### src/rtl/beatmap_pkg.sv
// Shared constants and state encoding for the beatmap lane scheduler.
// Defaults match the four-lane, byte-wide, 16-cycle-beat configuration.
package beatmap_pkg;

    localparam int NUM_LANES  = 4;
    localparam int DATA_W     = 8;
    localparam int TICK_DIV   = 16;
    localparam int LANE_IDX_W = $clog2(NUM_LANES);

    typedef enum logic [1:0] {
        IDLE,
        RUN,
        DRAIN
    } state_e;

endpackage

### src/rtl/beatmap_lane_scheduler_if.sv
// Lane request bus plus the tagged note output stream.
// master = generators/downstream side, slave = scheduler side.
interface beatmap_lane_scheduler_if
    import beatmap_pkg::*;
#(
    parameter int NL = NUM_LANES,
    parameter int DW = DATA_W
) ();

    logic [NL-1:0]         req_valid;
    logic [NL*DW-1:0]      req_data;
    logic [NL-1:0]         req_ready;
    logic                  out_valid;
    logic [DW-1:0]         out_data;
    logic [$clog2(NL)-1:0] out_lane;
    logic                  out_ready;

    modport master (
        output req_valid,
        output req_data,
        output out_ready,
        input  req_ready,
        input  out_valid,
        input  out_data,
        input  out_lane
    );

    modport slave (
        input  req_valid,
        input  req_data,
        input  out_ready,
        output req_ready,
        output out_valid,
        output out_data,
        output out_lane
    );

endinterface

### src/rtl/rr_arbiter.sv
// Rotating-priority encoder: first requester at or after ptr_i wins.
// Purely combinational; en_i gates every grant.
module rr_arbiter #(
    parameter int N  = 4,
    parameter int IW = $clog2(N)
) (
    input  logic [N-1:0]  req_i,
    input  logic          en_i,
    input  logic [IW-1:0] ptr_i,
    output logic [N-1:0]  gnt_o,
    output logic [IW-1:0] idx_o,
    output logic          any_o
);

    logic [IW-1:0] sel;

    always_comb begin
        gnt_o = '0;
        idx_o = '0;
        any_o = 1'b0;
        sel   = '0;
        for (int k = 0; k < N; k++) begin
            sel = IW'((int'(ptr_i) + k) % N);
            if (en_i && !any_o && req_i[sel]) begin
                any_o      = 1'b1;
                gnt_o[sel] = 1'b1;
                idx_o      = sel;
            end
        end
    end

endmodule

### src/rtl/beatmap_lane_scheduler.sv
// Song control FSM, beat tick, and round-robin merge of lane note words
// into a single registered output slot.
module beatmap_lane_scheduler
    import beatmap_pkg::*;
#(
    parameter int NUM_LANES = beatmap_pkg::NUM_LANES,
    parameter int DATA_W    = beatmap_pkg::DATA_W,
    parameter int TICK_DIV  = beatmap_pkg::TICK_DIV
) (
    input  logic                 clk,
    input  logic                 resetn,
    input  logic                 start,
    input  logic                 stop,
    output logic [NUM_LANES-1:0] lane_step,
    output logic                 busy,
    output logic [7:0]           beat_cnt,
    beatmap_lane_scheduler_if.slave bus
);

    localparam int IW = $clog2(NUM_LANES);
    localparam int TW = $clog2(TICK_DIV);

    state_e              state_q, state_d;
    logic [TW-1:0]       tick_q, tick_d;
    logic [7:0]          beat_q, beat_d;
    logic [IW-1:0]       ptr_q, ptr_d;
    logic                ov_q, ov_d;
    logic [DATA_W-1:0]   od_q, od_d;
    logic [IW-1:0]       ol_q, ol_d;

    logic [NUM_LANES-1:0] gnt;
    logic [IW-1:0]        gidx;
    logic                 gany;
    logic                 arb_en;
    logic                 tick_wrap;

    // A held word under backpressure blocks any new grant
    assign arb_en    = (state_q != IDLE) && (!ov_q || bus.out_ready);
    assign tick_wrap = (state_q == RUN) && (tick_q == TW'(TICK_DIV - 1));

    rr_arbiter #(.N(NUM_LANES)) u_arb (
        .req_i (bus.req_valid),
        .en_i  (arb_en),
        .ptr_i (ptr_q),
        .gnt_o (gnt),
        .idx_o (gidx),
        .any_o (gany)
    );

    always_comb begin
        state_d = state_q;
        tick_d  = tick_q;
        beat_d  = beat_q;
        unique case (state_q)
            IDLE: begin
                if (start && !stop) begin
                    state_d = RUN;
                    tick_d  = '0;
                    beat_d  = '0;
                end
            end
            RUN: begin
                if (stop) state_d = DRAIN;
                if (tick_wrap) begin
                    tick_d = '0;
                    beat_d = beat_q + 8'd1;
                end else begin
                    tick_d = tick_q + 1'b1;
                end
            end
            DRAIN: begin
                if (bus.req_valid == '0 && !ov_q) state_d = IDLE;
            end
            default: state_d = IDLE;
        endcase
    end

    always_comb begin
        ptr_d = ptr_q;
        ov_d  = ov_q;
        od_d  = od_q;
        ol_d  = ol_q;
        if (gany) begin
            ov_d  = 1'b1;
            od_d  = bus.req_data[gidx*DATA_W +: DATA_W];
            ol_d  = gidx;
            ptr_d = (gidx == IW'(NUM_LANES - 1)) ? '0 : gidx + 1'b1;
        end else if (bus.out_ready) begin
            ov_d = 1'b0;
        end
    end

    always_ff @(posedge clk or negedge resetn) begin
        if (!resetn) begin
            state_q <= IDLE;
            tick_q  <= '0;
            beat_q  <= '0;
            ptr_q   <= '0;
            ov_q    <= 1'b0;
            od_q    <= '0;
            ol_q    <= '0;
        end else begin
            state_q <= state_d;
            tick_q  <= tick_d;
            beat_q  <= beat_d;
            ptr_q   <= ptr_d;
            ov_q    <= ov_d;
            od_q    <= od_d;
            ol_q    <= ol_d;
        end
    end

    assign lane_step     = {NUM_LANES{tick_wrap}};
    assign busy          = (state_q != IDLE);
    assign beat_cnt      = beat_q;
    assign bus.req_ready = gnt;
    assign bus.out_valid = ov_q;
    assign bus.out_data  = od_q;
    assign bus.out_lane  = ol_q;

endmodule

### src/flat_wrapper.sv
// flat-port wrapper written by rule: the top's interface ports become plain ports
module beatmap_lane_scheduler_flat import beatmap_pkg::*;
#(
    parameter int NUM_LANES = beatmap_pkg::NUM_LANES,
    parameter int DATA_W    = beatmap_pkg::DATA_W,
    parameter int TICK_DIV  = beatmap_pkg::TICK_DIV
)
  (clk, resetn, start, stop, lane_step, busy, beat_cnt, bus_req_valid, bus_req_data, bus_out_ready, bus_req_ready, bus_out_valid, bus_out_data, bus_out_lane);
  beatmap_lane_scheduler_if bus_i ();
  input  logic clk;
  input  logic resetn;
  input  logic start;
  input  logic stop;
  output logic [NUM_LANES-1:0] lane_step;
  output logic busy;
  output logic [7:0] beat_cnt;
  input wire logic [$bits(bus_i.req_valid)-1:0] bus_req_valid;
  input wire logic [$bits(bus_i.req_data)-1:0] bus_req_data;
  input wire logic [$bits(bus_i.out_ready)-1:0] bus_out_ready;
  output wire logic [$bits(bus_i.req_ready)-1:0] bus_req_ready;
  output wire logic [$bits(bus_i.out_valid)-1:0] bus_out_valid;
  output wire logic [$bits(bus_i.out_data)-1:0] bus_out_data;
  output wire logic [$bits(bus_i.out_lane)-1:0] bus_out_lane;
  assign bus_i.req_valid = bus_req_valid;
  assign bus_i.req_data = bus_req_data;
  assign bus_i.out_ready = bus_out_ready;
  assign bus_req_ready = bus_i.req_ready;
  assign bus_out_valid = bus_i.out_valid;
  assign bus_out_data = bus_i.out_data;
  assign bus_out_lane = bus_i.out_lane;
  beatmap_lane_scheduler #(.NUM_LANES(NUM_LANES), .DATA_W(DATA_W), .TICK_DIV(TICK_DIV)) u_core (.clk(clk), .resetn(resetn), .start(start), .stop(stop), .lane_step(lane_step), .busy(busy), .beat_cnt(beat_cnt), .bus(bus_i));
endmodule
### config.mk
export PLATFORM = sky130hd
export DESIGN_NAME = beatmap_lane_scheduler_flat
export DESIGN_NICKNAME = d
export VERILOG_FILES = /design/src/rtl/beatmap_pkg.sv /design/src/rtl/beatmap_lane_scheduler_if.sv /design/src/rtl/rr_arbiter.sv /design/src/rtl/beatmap_lane_scheduler.sv /design/src/flat_wrapper.sv
export SDC_FILE = /design/constraint.sdc
export NUM_CORES = 1
export LEC_CHECK = 0
export BUFFER_PORTS_ARGS = -buffer_cell sky130_fd_sc_hd__buf_2
export CORE_ASPECT_RATIO = 1.1
export CORE_MARGIN = 3
export CORE_UTILIZATION = 35
export DETAILED_ROUTE_END_ITERATION = 10
export REMOVE_ABC_BUFFERS = 1
export SYNTH_ARGS = -nofsm -noshare
export SYNTH_HDL_FRONTEND = slang
export SYNTH_SLANG_ARGS = --single-unit
### constraint.sdc
create_clock -name clk -period 4.6 [get_ports clk]
set_clock_uncertainty 0.15 [all_clocks]
set_input_delay 0.46 -clock clk [delete_from_list [all_inputs] [get_ports clk]]
set_output_delay 0.46 -clock clk [all_outputs]
set_load 0.02 [all_outputs]
==> results of run 1 <==
per-layer routing:
metal / vias up / track usage / part of all wire
met3: 2 / 0.0384 / 0.084
met1: 717 / 0.189 / 0.42
met5: - / 0 / 0
met4: 0 / 0.0427 / 0.0075
li1: 719 / - / -
met2: 55 / 0.239 / 0.48
worst max-delay path: stages, from the launching register on:
cell	delay, ns
dfrtp_1	0.71
inv_1	0.18
ha_1	0.43
mux4_2	0.36
nor4_1	0.54
a22oi_1	0.14
o21ai_0	0.11
buf_2	0.18
synthesized netlist by cell type:
cell type	n
mux2_2	10
ha_1	6
buf_4	4
nor4_1	1
a21oi_1	2
a21o_1	3
o21bai_1	1
nand3_1	4
o22a_1	1
xor2_1	5
nand4_1	3
inv_1	2
clkbuf_1	1
o21ai_1	2
a2111oi_4	1
and2_1	2
mux2_1	2
a22oi_1	8
a21boi_1	1
buf_6	3
nand2_1	16
nor2b_1	4
a31oi_2	1
nor3_1	2
o211ai_1	1
xnor2_1	2
and3_1	2
nor2_2	1
mux2i_1	2
or2_2	1
nand2b_1	2
nand2b_4	1
dfrtp_1	27
nor2_1	12
o21ai_0	10
mux4_2	12
a22o_1	1
cells in the final DEF, fill, tap and decap left out, drive strengths merged, types with 2 or more instances in the layout:
master and instances:
ha 6, nand2 16, nor3 2, a22oi 8
nand4 3, nor2 13, nor2b 4, a21o 3
nand3 4, xor2 5, xnor2 2, a21oi 2
inv 2, mux4 12, nand2b 3, buf 68
dfrtp 27, o21ai 12, mux2 12, mux2i 2
and2 2, and3 2, clkbuf 3
worst min path at each step:
stage | from | to | slack [ns] | depth (start not counted)
after floorplan | resetn | u_core.beat_cnt[0] | 0.01 | 0
after global placement | u_core.bus.out_lane[0] | u_core.bus.out_lane[0] | 0.31 | 2
after detailed placement | u_core.bus.out_lane[0] | u_core.bus.out_lane[0] | 0.31 | 2
after CTS | resetn | u_core.state_q[0] | 0.06 | 1
after global routing | resetn | u_core.state_q[0] | 0.08 | 1
final | resetn | u_core.state_q[0] | 0.03 | 1
per-stage QoR:
stage	utilization	setup WS (ns)	instances
CTS	0.457	1.09	279
finish	0.457	1.08	279
global placement	0.447	1.30	275
global route	0.457	0.825	279
floorplan	-	1.58	151
detailed placement	0.447	1.19	275
kinds of logic (layout without fill, tap and decap cells):
family          after synthesis  in the layout  share of synthesized area
buf+inv                      10             74                     0.0418
simple gates                 51             51                      0.139
fa+ha+maj                     6              6                     0.0418
flops                        27             27                      0.377
xor+xnor                      7              7                     0.0342
mux                          26             26                      0.237
compound gates               32             32                      0.130
sequential cells by signal, indices dropped and copies added, names as in the netlist:
signal and count:
u_core.beat_cnt 8, u_core.bus.out_lane 2, u_core.bus.out_data 8, u_core.ptr_q 2, u_core.state_q 2, u_core.bus.out_valid 1
u_core.tick_q 4
layout make-up:
type | count | area share
Tap cell | 56 | 0.0321
Timing Repair Buffer | 68 | 0.156
Clock inverter | 1 | 0.00343
Inverter | 2 | 0.00343
Clock buffer | 3 | 0.0189
Sequential cell | 27 | 0.309
Multi-Input combinational cell | 122 | 0.477
where the power goes:
| part | switching (mW) | total [mW] | internal [mW] | leakage, nW |
|---|---|---|---|---|
| combinational | 0.426 | 0.787 | 0.361 | 0.711 |
| sequential | 0.0839 | 0.403 | 0.319 | 0.343 |
| clock | 0.0771 | 0.139 | 0.0615 | 0.0217 |
==> flow_metrics.tcl, run 1 <==
set metrics [dict create \
    setup_viol 0 \
    critPathKind "register to output pin" \
    cts_hold_buf 0 \
    viasPerCell 5.35 \
    ys_types 37 \
    dr.pass1.iters 4 \
    ant_nets 0 \
    cp-end-kind "output pin" \
    max_freq_ghz 0.284 \
    ys_seq_area_frac 0.377 \
    layout-drive-gt1-share 0.444 \
    root_buffer "clkbuf_8" \
    synthCells 159 \
    timing.rr.end "u_core.bus.out_data[6]" \
    wl_per_cell_um 14.4 \
    hpwl_um 3080 \
    tritoncts "yes" \
    die_area_um2 6020 \
    synth_top_area_cell "dfrtp_1" \
    rows 26 \
    power.total_mw 1.33 \
    clk_latency_ns 0.27 \
    stdcell_area_um2 2190 \
    p_per_area_nw_per_um2 608 \
    syn_area_per_cell_um2 11.3 \
    yosysWarnings 0 \
    cp.required_ns 3.99 \
    clk_pin_slew_ns 0.10 \
    fin_tns_setup_ns 0 \
    hold_path_class "input port to asynchronous set/reset pin" \
    post_cts_buffers 0 \
    crit_fanout 12 \
    syn_to_final_growth_pct 21.8 \
    grt_pass1_vias 1442 \
    portBuffers 68 \
    place_congestion 0.884 \
    rrSetupSlack_ns 1.17 \
    cts_made_buffers 3 \
    drv_cap 0 \
    drt_iter0_drc 36 \
    report.final.slew_viol_count 0 \
    vias 1493 \
    hold_slack_ns 0.0318 \
    max_slew_margin 0.550 \
    synth_top_area_share 0.377 \
    ir_drop_mv 0.268 \
    arrival_ns 2.91 \
    track_usage 0.146 \
    rsz0062_at_grt "no" \
    drt-total-wl_um 4010 \
    core-area_um2 4780 \
    n_antenna_cell 0 \
    endpoint "bus_req_ready[3]" \
    placed_cell_area_um2 2140 \
    gr-total-overflow 0 \
    grt_pass1_wl_um 6870 \
    crit_start "u_core.ptr_q[0]" \
    reg2regPathDepth 7 \
    pin_count 69 \
    die_x_um 74.3 \
    r2r_start "u_core.ptr_q[0]" \
    hold_viol 0 \
    status "completed" \
    tightest_slew_ns 0.673 \
    finalCriticalPeriod_ns 3.52 \
    synth_area_um2 1790 \
    h-tree-depth 1 \
    drcViolationCount 0 \
    crit_path_start_kind "register" \
    grt_max_degree 28 \
    cts_resized 0 \
    nets 271 \
    initial_utilization 0.375 \
    nFillCells 453 \
    seq_area_um2 676 \
    finalCritPeriodShare 0.766 \
    multiInputGateArea_um2 1040 \
    synth_area_leaders "dfrtp_1 (38%), mux4_2 (15%), mux2_2 (6.3%)" \
    antenna_found_initial 0 \
    clockBufferDepth 2 \
    chipHeight_um 81.1 \
    synth-seq-cells 27 \
    cts.sinks 27 \
    p_leak_nw 1.08 \
]
Note: power is estimated with default switching activity, not from simulation.
==> run 2: changes to the inputs <==
ABC_AREA = 1   (was not set)
clock period = 3.2 ns   (was 4.6 ns; I/O delays follow)
==> run 2 against run 1 <==
Effect of this change:
- design area increased by 24%
- critical path depth increased by 3
- sequential cell count unchanged
- critical endpoint is now bus_req_ready[1]
- largest cell class unchanged
==> flow_metrics.tcl, run 2 <==
set metrics [dict create \
    viasPerCell 4.71 \
    drv_cap 0 \
    drcViolationCount 0 \
    die_area_um2 7530 \
    nets 421 \
    synthArstFlopShare 1.00 \
    synthCells 308 \
    chipHeight_um 90.7 \
    critPathKind "register to output pin" \
    clockBufferDepth 2 \
    status "completed" \
    synth_top_area_cell "dfrtp_1" \
    cp-end-kind "output pin" \
    grt_pass1_vias 2076 \
    clk_pin_slew_ns 0.10 \
    arrival_ns 2.45 \
    p_leak_nw 1.54 \
    synth_top_area_share 0.296 \
    crit_path_start_kind "register" \
    power.total_mw 2.92 \
    syn_area_per_cell_um2 7.41 \
    final_cells 453 \
    rsz0062_at_grt "no" \
    synth.most_common_cell "nand2_1" \
    grt_max_degree 28 \
    core-area_um2 6230 \
    max_slew_margin 0.590 \
    dr.pass1.iters 4 \
    finalCritPeriodShare 0.912 \
    h-tree-depth 1 \
    root_buffer "clkbuf_8" \
    ys_seq_area_frac 0.296 \
    p_per_area_nw_per_um2 1080 \
    cts.sinks 27 \
    critPathTopFamily "buffers and inverters" \
    place_congestion 0.795 \
    path_buf_inv 3 \
    yosysWarnings 0 \
    synthFlopType "dfrtp_1" \
    layout_commonest_cell "nand2_1" \
    gr-total-overflow 0 \
    cts_made_buffers 3 \
    drt-total-wl_um 5570 \
    rows 30 \
    tritoncts "yes" \
    cp.required_ns 2.73 \
    syn_to_final_growth_pct 18.4 \
    report.final.slew_viol_count 0 \
    tightest_slew_ns 0.616 \
    wl_per_cell_um 12.3 \
    antenna_found_initial 0 \
    layout-drive-gt1-share 0.332 \
    mostFrequentLayoutCells "nand2_1 (86), buf_2 (68), inv_1 (43), nand3_1 (35), dfrtp_1 (26)" \
    cpMostUsedCell "inv_1" \
    synth_area_um2 2280 \
    synth-seq-cells 27 \
    crit_fanout 8 \
    die_x_um 83.0 \
    numPlacedInstances 448 \
    ir_drop_mv 0.485 \
    synth_common_cells "nand2_1 (86), inv_1 (43), nand3_1 (35)" \
    finalCriticalPeriod_ns 2.92 \
    clk_latency_ns 0.28 \
    hold_path_class "input port to register" \
    max_stage_delay_ns 0.48 \
    ys_types 37 \
    ant_nets 0 \
    hpwl_um 4400 \
    grt_pass1_wl_um 9460 \
    track_usage 0.148 \
    synth_area_leaders "dfrtp_1 (30%), nand2_1 (14%), nand3_1 (7.7%)" \
    synth_edf_count 0 \
    slowest_stage "dfrtp_2" \
    initial_utilization 0.366 \
    nFillCells 680 \
    post_cts_buffers 0 \
    hold_viol 0 \
    n_antenna_cell 0 \
    path_cells "inv_1 -> ha_1 -> inv_1 -> nand3_4 -> nand2_4 -> nand3_1 -> nor2_1 -> a22oi_1 -> o221ai_1 -> buf_2" \
    drt_iter0_drc 65 \
    portBuffers 68 \
    pin_count 69 \
    setup_viol 0 \
    vias 2134 \
    fin_tns_setup_ns 0 \
    max_freq_ghz 0.342 \
]
## run 2: changes by cell type after synthesis, moves of 9 or more
cell	before	now
inv_1	2	43
mux2_2	10	0
mux4_2	12	0
nand2_1	16	86
nand2_2	0	9
nand2_4	0	13
nand3_1	4	35
nand3_2	0	10
## run 2: logic make-up after synthesis
| group | count (synthesis) | synth area share |
|---|---|---|
| simple gates | 185 | 0.462 |
| buf+inv | 57 | 0.119 |
| compound gates | 32 | 0.0861 |
| flops | 27 | 0.296 |
| fa+ha+maj | 6 | 0.0329 |
| xor+xnor | 1 | 0.00384 |
## run 2: where the power goes
group | internal, mW | switching, mW | leakage [nW] | total (mW)
registers | 0.472 | 0.103 | 0.345 | 0.576
clock network | 0.0885 | 0.116 | 0.0217 | 0.204
logic | 0.702 | 1.44 | 1.17 | 2.14
total | 1.26 | 1.65 | 1.54 | 2.92
## run 2: area by class of cell
cell class                      instances  area (um2)  share of cell area
Multi-Input combinational cell        224        1340               0.494
Sequential cell                        27         677               0.251
Timing Repair Buffer                   70         358               0.132
Inverter                               48         183              0.0676
Tap cell                               80         100              0.0371
Clock buffer                            3        41.3              0.0153
Clock inverter                          1        7.51             0.00278
## run 2: metal layers
layer	share of wire	up-vias	global-route usage	wire length, um
met3	0.020	10	0.0146	111
li1	-	1109	-	-
met5	0	-	0	0
met2	0.51	36	0.263	2820
met4	0.018	0	0.0490	100
met1	0.46	979	0.186	2540
## run 2: worst paths after layout
path	start	end	slack [ns]	depth (start not counted)
max in group asynchronous	resetn	u_core.ptr_q[1]	2.02	2
min in group asynchronous	resetn	u_core.beat_cnt[6]	0.43	2
min reg2reg	u_core.bus.out_data[1]	u_core.bus.out_data[1]	0.34	2
max reg2reg	u_core.ptr_q[1]	u_core.bus.out_data[7]	0.39	14
max	u_core.ptr_q[1]	bus_req_ready[1]	0.28	10
min	bus_out_ready	u_core.bus.out_valid	0.08	2
## run 2: worst reg2reg max path: stages (launching register included)
cell	delay, ns
dfrtp_2	0.48
inv_1	0.25
ha_1	0.33
inv_1	0.17
nand3_4	0.12
nand2_4	0.09
inv_2	0.04
o21ai_4	0.18
nand4_4	0.27
nand2_4	0.32
nand2_1	0.08
nand3_1	0.07
nand2_1	0.05
nand2_1	0.05
nand2_1	0.05
## run 2: repair_timing
action / CTS / global route
endpoints found under the hold margin: 27 / 0
resized for setup: 0 / 1
endpoints found under the setup margin: 0 / 3
hold buffers: 1 / 0
## run 2: through the flow
stage	hold WS [ns]	cell area (um2)	setup slack, ns	utilization
floorplan	-0.126	2190	0.597	-
global placement	0.232	2640	0.423	0.424
detailed placement	0.226	2640	0.348	0.424
CTS	0.0786	2700	0.191	0.433
global route	0.0887	2700	0.0628	0.434
finish	0.0786	2700	0.280	0.434
==> run 3: changes to the inputs <==
CTS_BUF_LIST = sky130_fd_sc_hd__clkbuf_16   (was not set)
==> run 3 against run 2 <==
Effect of this change:
- fmax is 0.76% higher
- wire length up 0.29%
- worst setup slack better by 0.022 ns
- sequential share of layout area down 0.31 points
- via count up 0.61%
- design area rose by 1.3%
- sequential power about the same
- critical path depth unchanged
- non-clock buffer count is the same
- first-iteration DRC count rose by 40%
- highest routed layer unchanged
- register-to-register slack about the same
- core utilization is 0.54 points higher
==> flow_metrics.tcl, run 3 (synthesis gave the netlist of run 2 again) <==
set metrics [dict create \
    switchingPower_mw 1.66 \
    slowest_stage "dfrtp_2" \
    cts.sinks 27 \
    max_slew_margin 0.584 \
    numPlacedInstances 448 \
    crit_fanout 8 \
    setup_ws_ns 0.302 \
    h-tree-depth 1 \
    p_per_area_nw_per_um2 1100 \
    chipHeight_um 90.7 \
    ir_drop_mv 0.429 \
    pin_count 69 \
    final_cells 453 \
    met1_usage 0.186 \
    p_seq_frac 0.192 \
    hold_path_class "input port to register" \
    crit_path_start_kind "register" \
    report.final.slew_viol_count 0 \
    viasPerCell 4.74 \
    critPathKind "register to output pin" \
    cp-end-kind "output pin" \
    cp.required_ns 2.73 \
    hold_viol 0 \
    rows 30 \
    use_met3 0.0146 \
    hold_slack_ns 0.101 \
    finalCritPeriodShare 0.906 \
    grt_pass1_vias 2096 \
    top_usage_layer "met2" \
    swShare 0.553 \
    drv_cap 0 \
    place_congestion 0.795 \
    portBuffers 68 \
    mostFrequentLayoutCells "nand2_1 (86), buf_2 (68), inv_1 (43), nand3_1 (35), dfrtp_1 (26)" \
    track_usage 0.148 \
    clockBufferDepth 2 \
    drt_iter0_drc 91 \
    finalCriticalPeriod_ns 2.90 \
    nFillCells 675 \
    critPathTopFamily "buffers and inverters" \
    syn_to_final_growth_pct 19.8 \
    nets 421 \
    root_buffer "clkbuf_16" \
    ant_nets 0 \
    setup_viol 0 \
    seq_area_um2 677 \
    layout-drive-gt1-share 0.332 \
    status "completed" \
    fin_tns_setup_ns 0 \
    multiInputGateArea_um2 1340 \
    dr.pass1.iters 4 \
    layout_commonest_cell "nand2_1" \
    wl_per_cell_um 12.3 \
    placed_cell_area_um2 2640 \
    path_cells "inv_1 -> ha_1 -> inv_1 -> nand3_4 -> nand2_4 -> nand3_1 -> nor2_1 -> a22oi_1 -> o221ai_1 -> buf_2" \
    tritoncts "yes" \
    n_antenna_cell 0 \
    use_met2 0.265 \
    drcViolationCount 0 \
    tightest_slew_ns 0.624 \
    die_area_um2 7530 \
    hpwl_um 4400 \
    p_comb_frac 0.710 \
    antenna_found_initial 0 \
    p_leak_nw 1.55 \
    core-area_um2 6230 \
    clk_latency_ns 0.26 \
    arrival_ns 2.43 \
    cts_made_buffers 3 \
    grt_max_degree 28 \
    max_freq_ghz 0.345 \
    cpMostUsedCell "inv_1" \
    initial_utilization 0.366 \
    rsz0062_at_grt "no" \
    drt-total-wl_um 5590 \
    stdcell_area_um2 2740 \
    path_buf_inv 3 \
    gr-total-overflow 0 \
    clk_pin_slew_ns 0.07 \
    max_stage_delay_ns 0.47 \
    vias 2147 \
    grt_pass1_wl_um 9520 \
    place_ws_ns 0.348 \
    p_int_mw 1.35 \
    die_x_um 83.0 \
    clkPwrFrac 0.098 \
]
## run 3: power by group through the flow
| stage | combinational, mW | sequential, mW | clock (mW) |
|---|---|---|---|
| 2_1_floorplan | 1.58 | 0.655 | 0 |
| 3_5_place_dp | 2.16 | 0.577 | 0 |
| 4_1_cts | 2.16 | 0.575 | 0.302 |
| 5_1_grt | 2.41 | 0.593 | 0.311 |
| 3_3_place_gp | 2.14 | 0.576 | 0 |
| 6_report | 2.14 | 0.577 | 0.294 |
## run 3: final timing paths
check | end | cells after the start | from | slack (ns)
min in group asynchronous | u_core.beat_cnt[6] | 2 | resetn | 0.45
max in group asynchronous | u_core.ptr_q[1] | 2 | resetn | 1.99
setup / recovery | bus_req_ready[1] | 10 | u_core.ptr_q[1] | 0.30
hold reg to reg | u_core.bus.out_data[0] | 2 | u_core.bus.out_data[0] | 0.33
hold / removal | u_core.bus.out_valid | 2 | bus_out_ready | 0.10
setup reg to reg | u_core.bus.out_data[7] | 14 | u_core.ptr_q[1] | 0.39
## run 3: through the flow
| step | power [mW] | utilization |
|---|---|---|
| 6_report | 3.01 | 0.439 |
| 5_1_grt | 3.31 | 0.439 |
| 4_1_cts | 3.04 | 0.439 |
| 3_5_place_dp | 2.73 | 0.424 |
| 3_3_place_gp | 2.72 | 0.424 |
| 2_1_floorplan | 2.23 | - |
## run 3: area by class of cell
cell class / count / area share
inverter: 48 / 0.0668
multi-input combinational: 224 / 0.488
clock buffer: 3 / 0.0274
tap: 80 / 0.0366
sequential: 27 / 0.247
timing repair buffer: 70 / 0.131
clock inverter: 1 / 0.00274
## run 3: worst register-to-register path: cells and delay by family, from the launching register on
kind                     cells  cell delay [ns]
AND/OR/NAND/NOR              9             1.10
flip-flops                   1             0.47
buffers and inverters        3             0.46
adder cells (fa/ha/maj)      1             0.33
AO/OA/AOI/OAI                1             0.18
## run 3: what timing repair did
action | CTS | global route
resized for setup | 0 | 1
buffers inserted | 0 | 0
hold buffers | 1 | 0
setup endpoints to repair | 0 | 1
endpoints found under the hold margin | 27 | 0
## run 3: metal layers
metal | up-vias | wire [um]
met2 | 41 | 2840
met1 | 985 | 2520
met5 | - | 0
met4 | 0 | 98
met3 | 10 | 131
li1 | 1111 | -
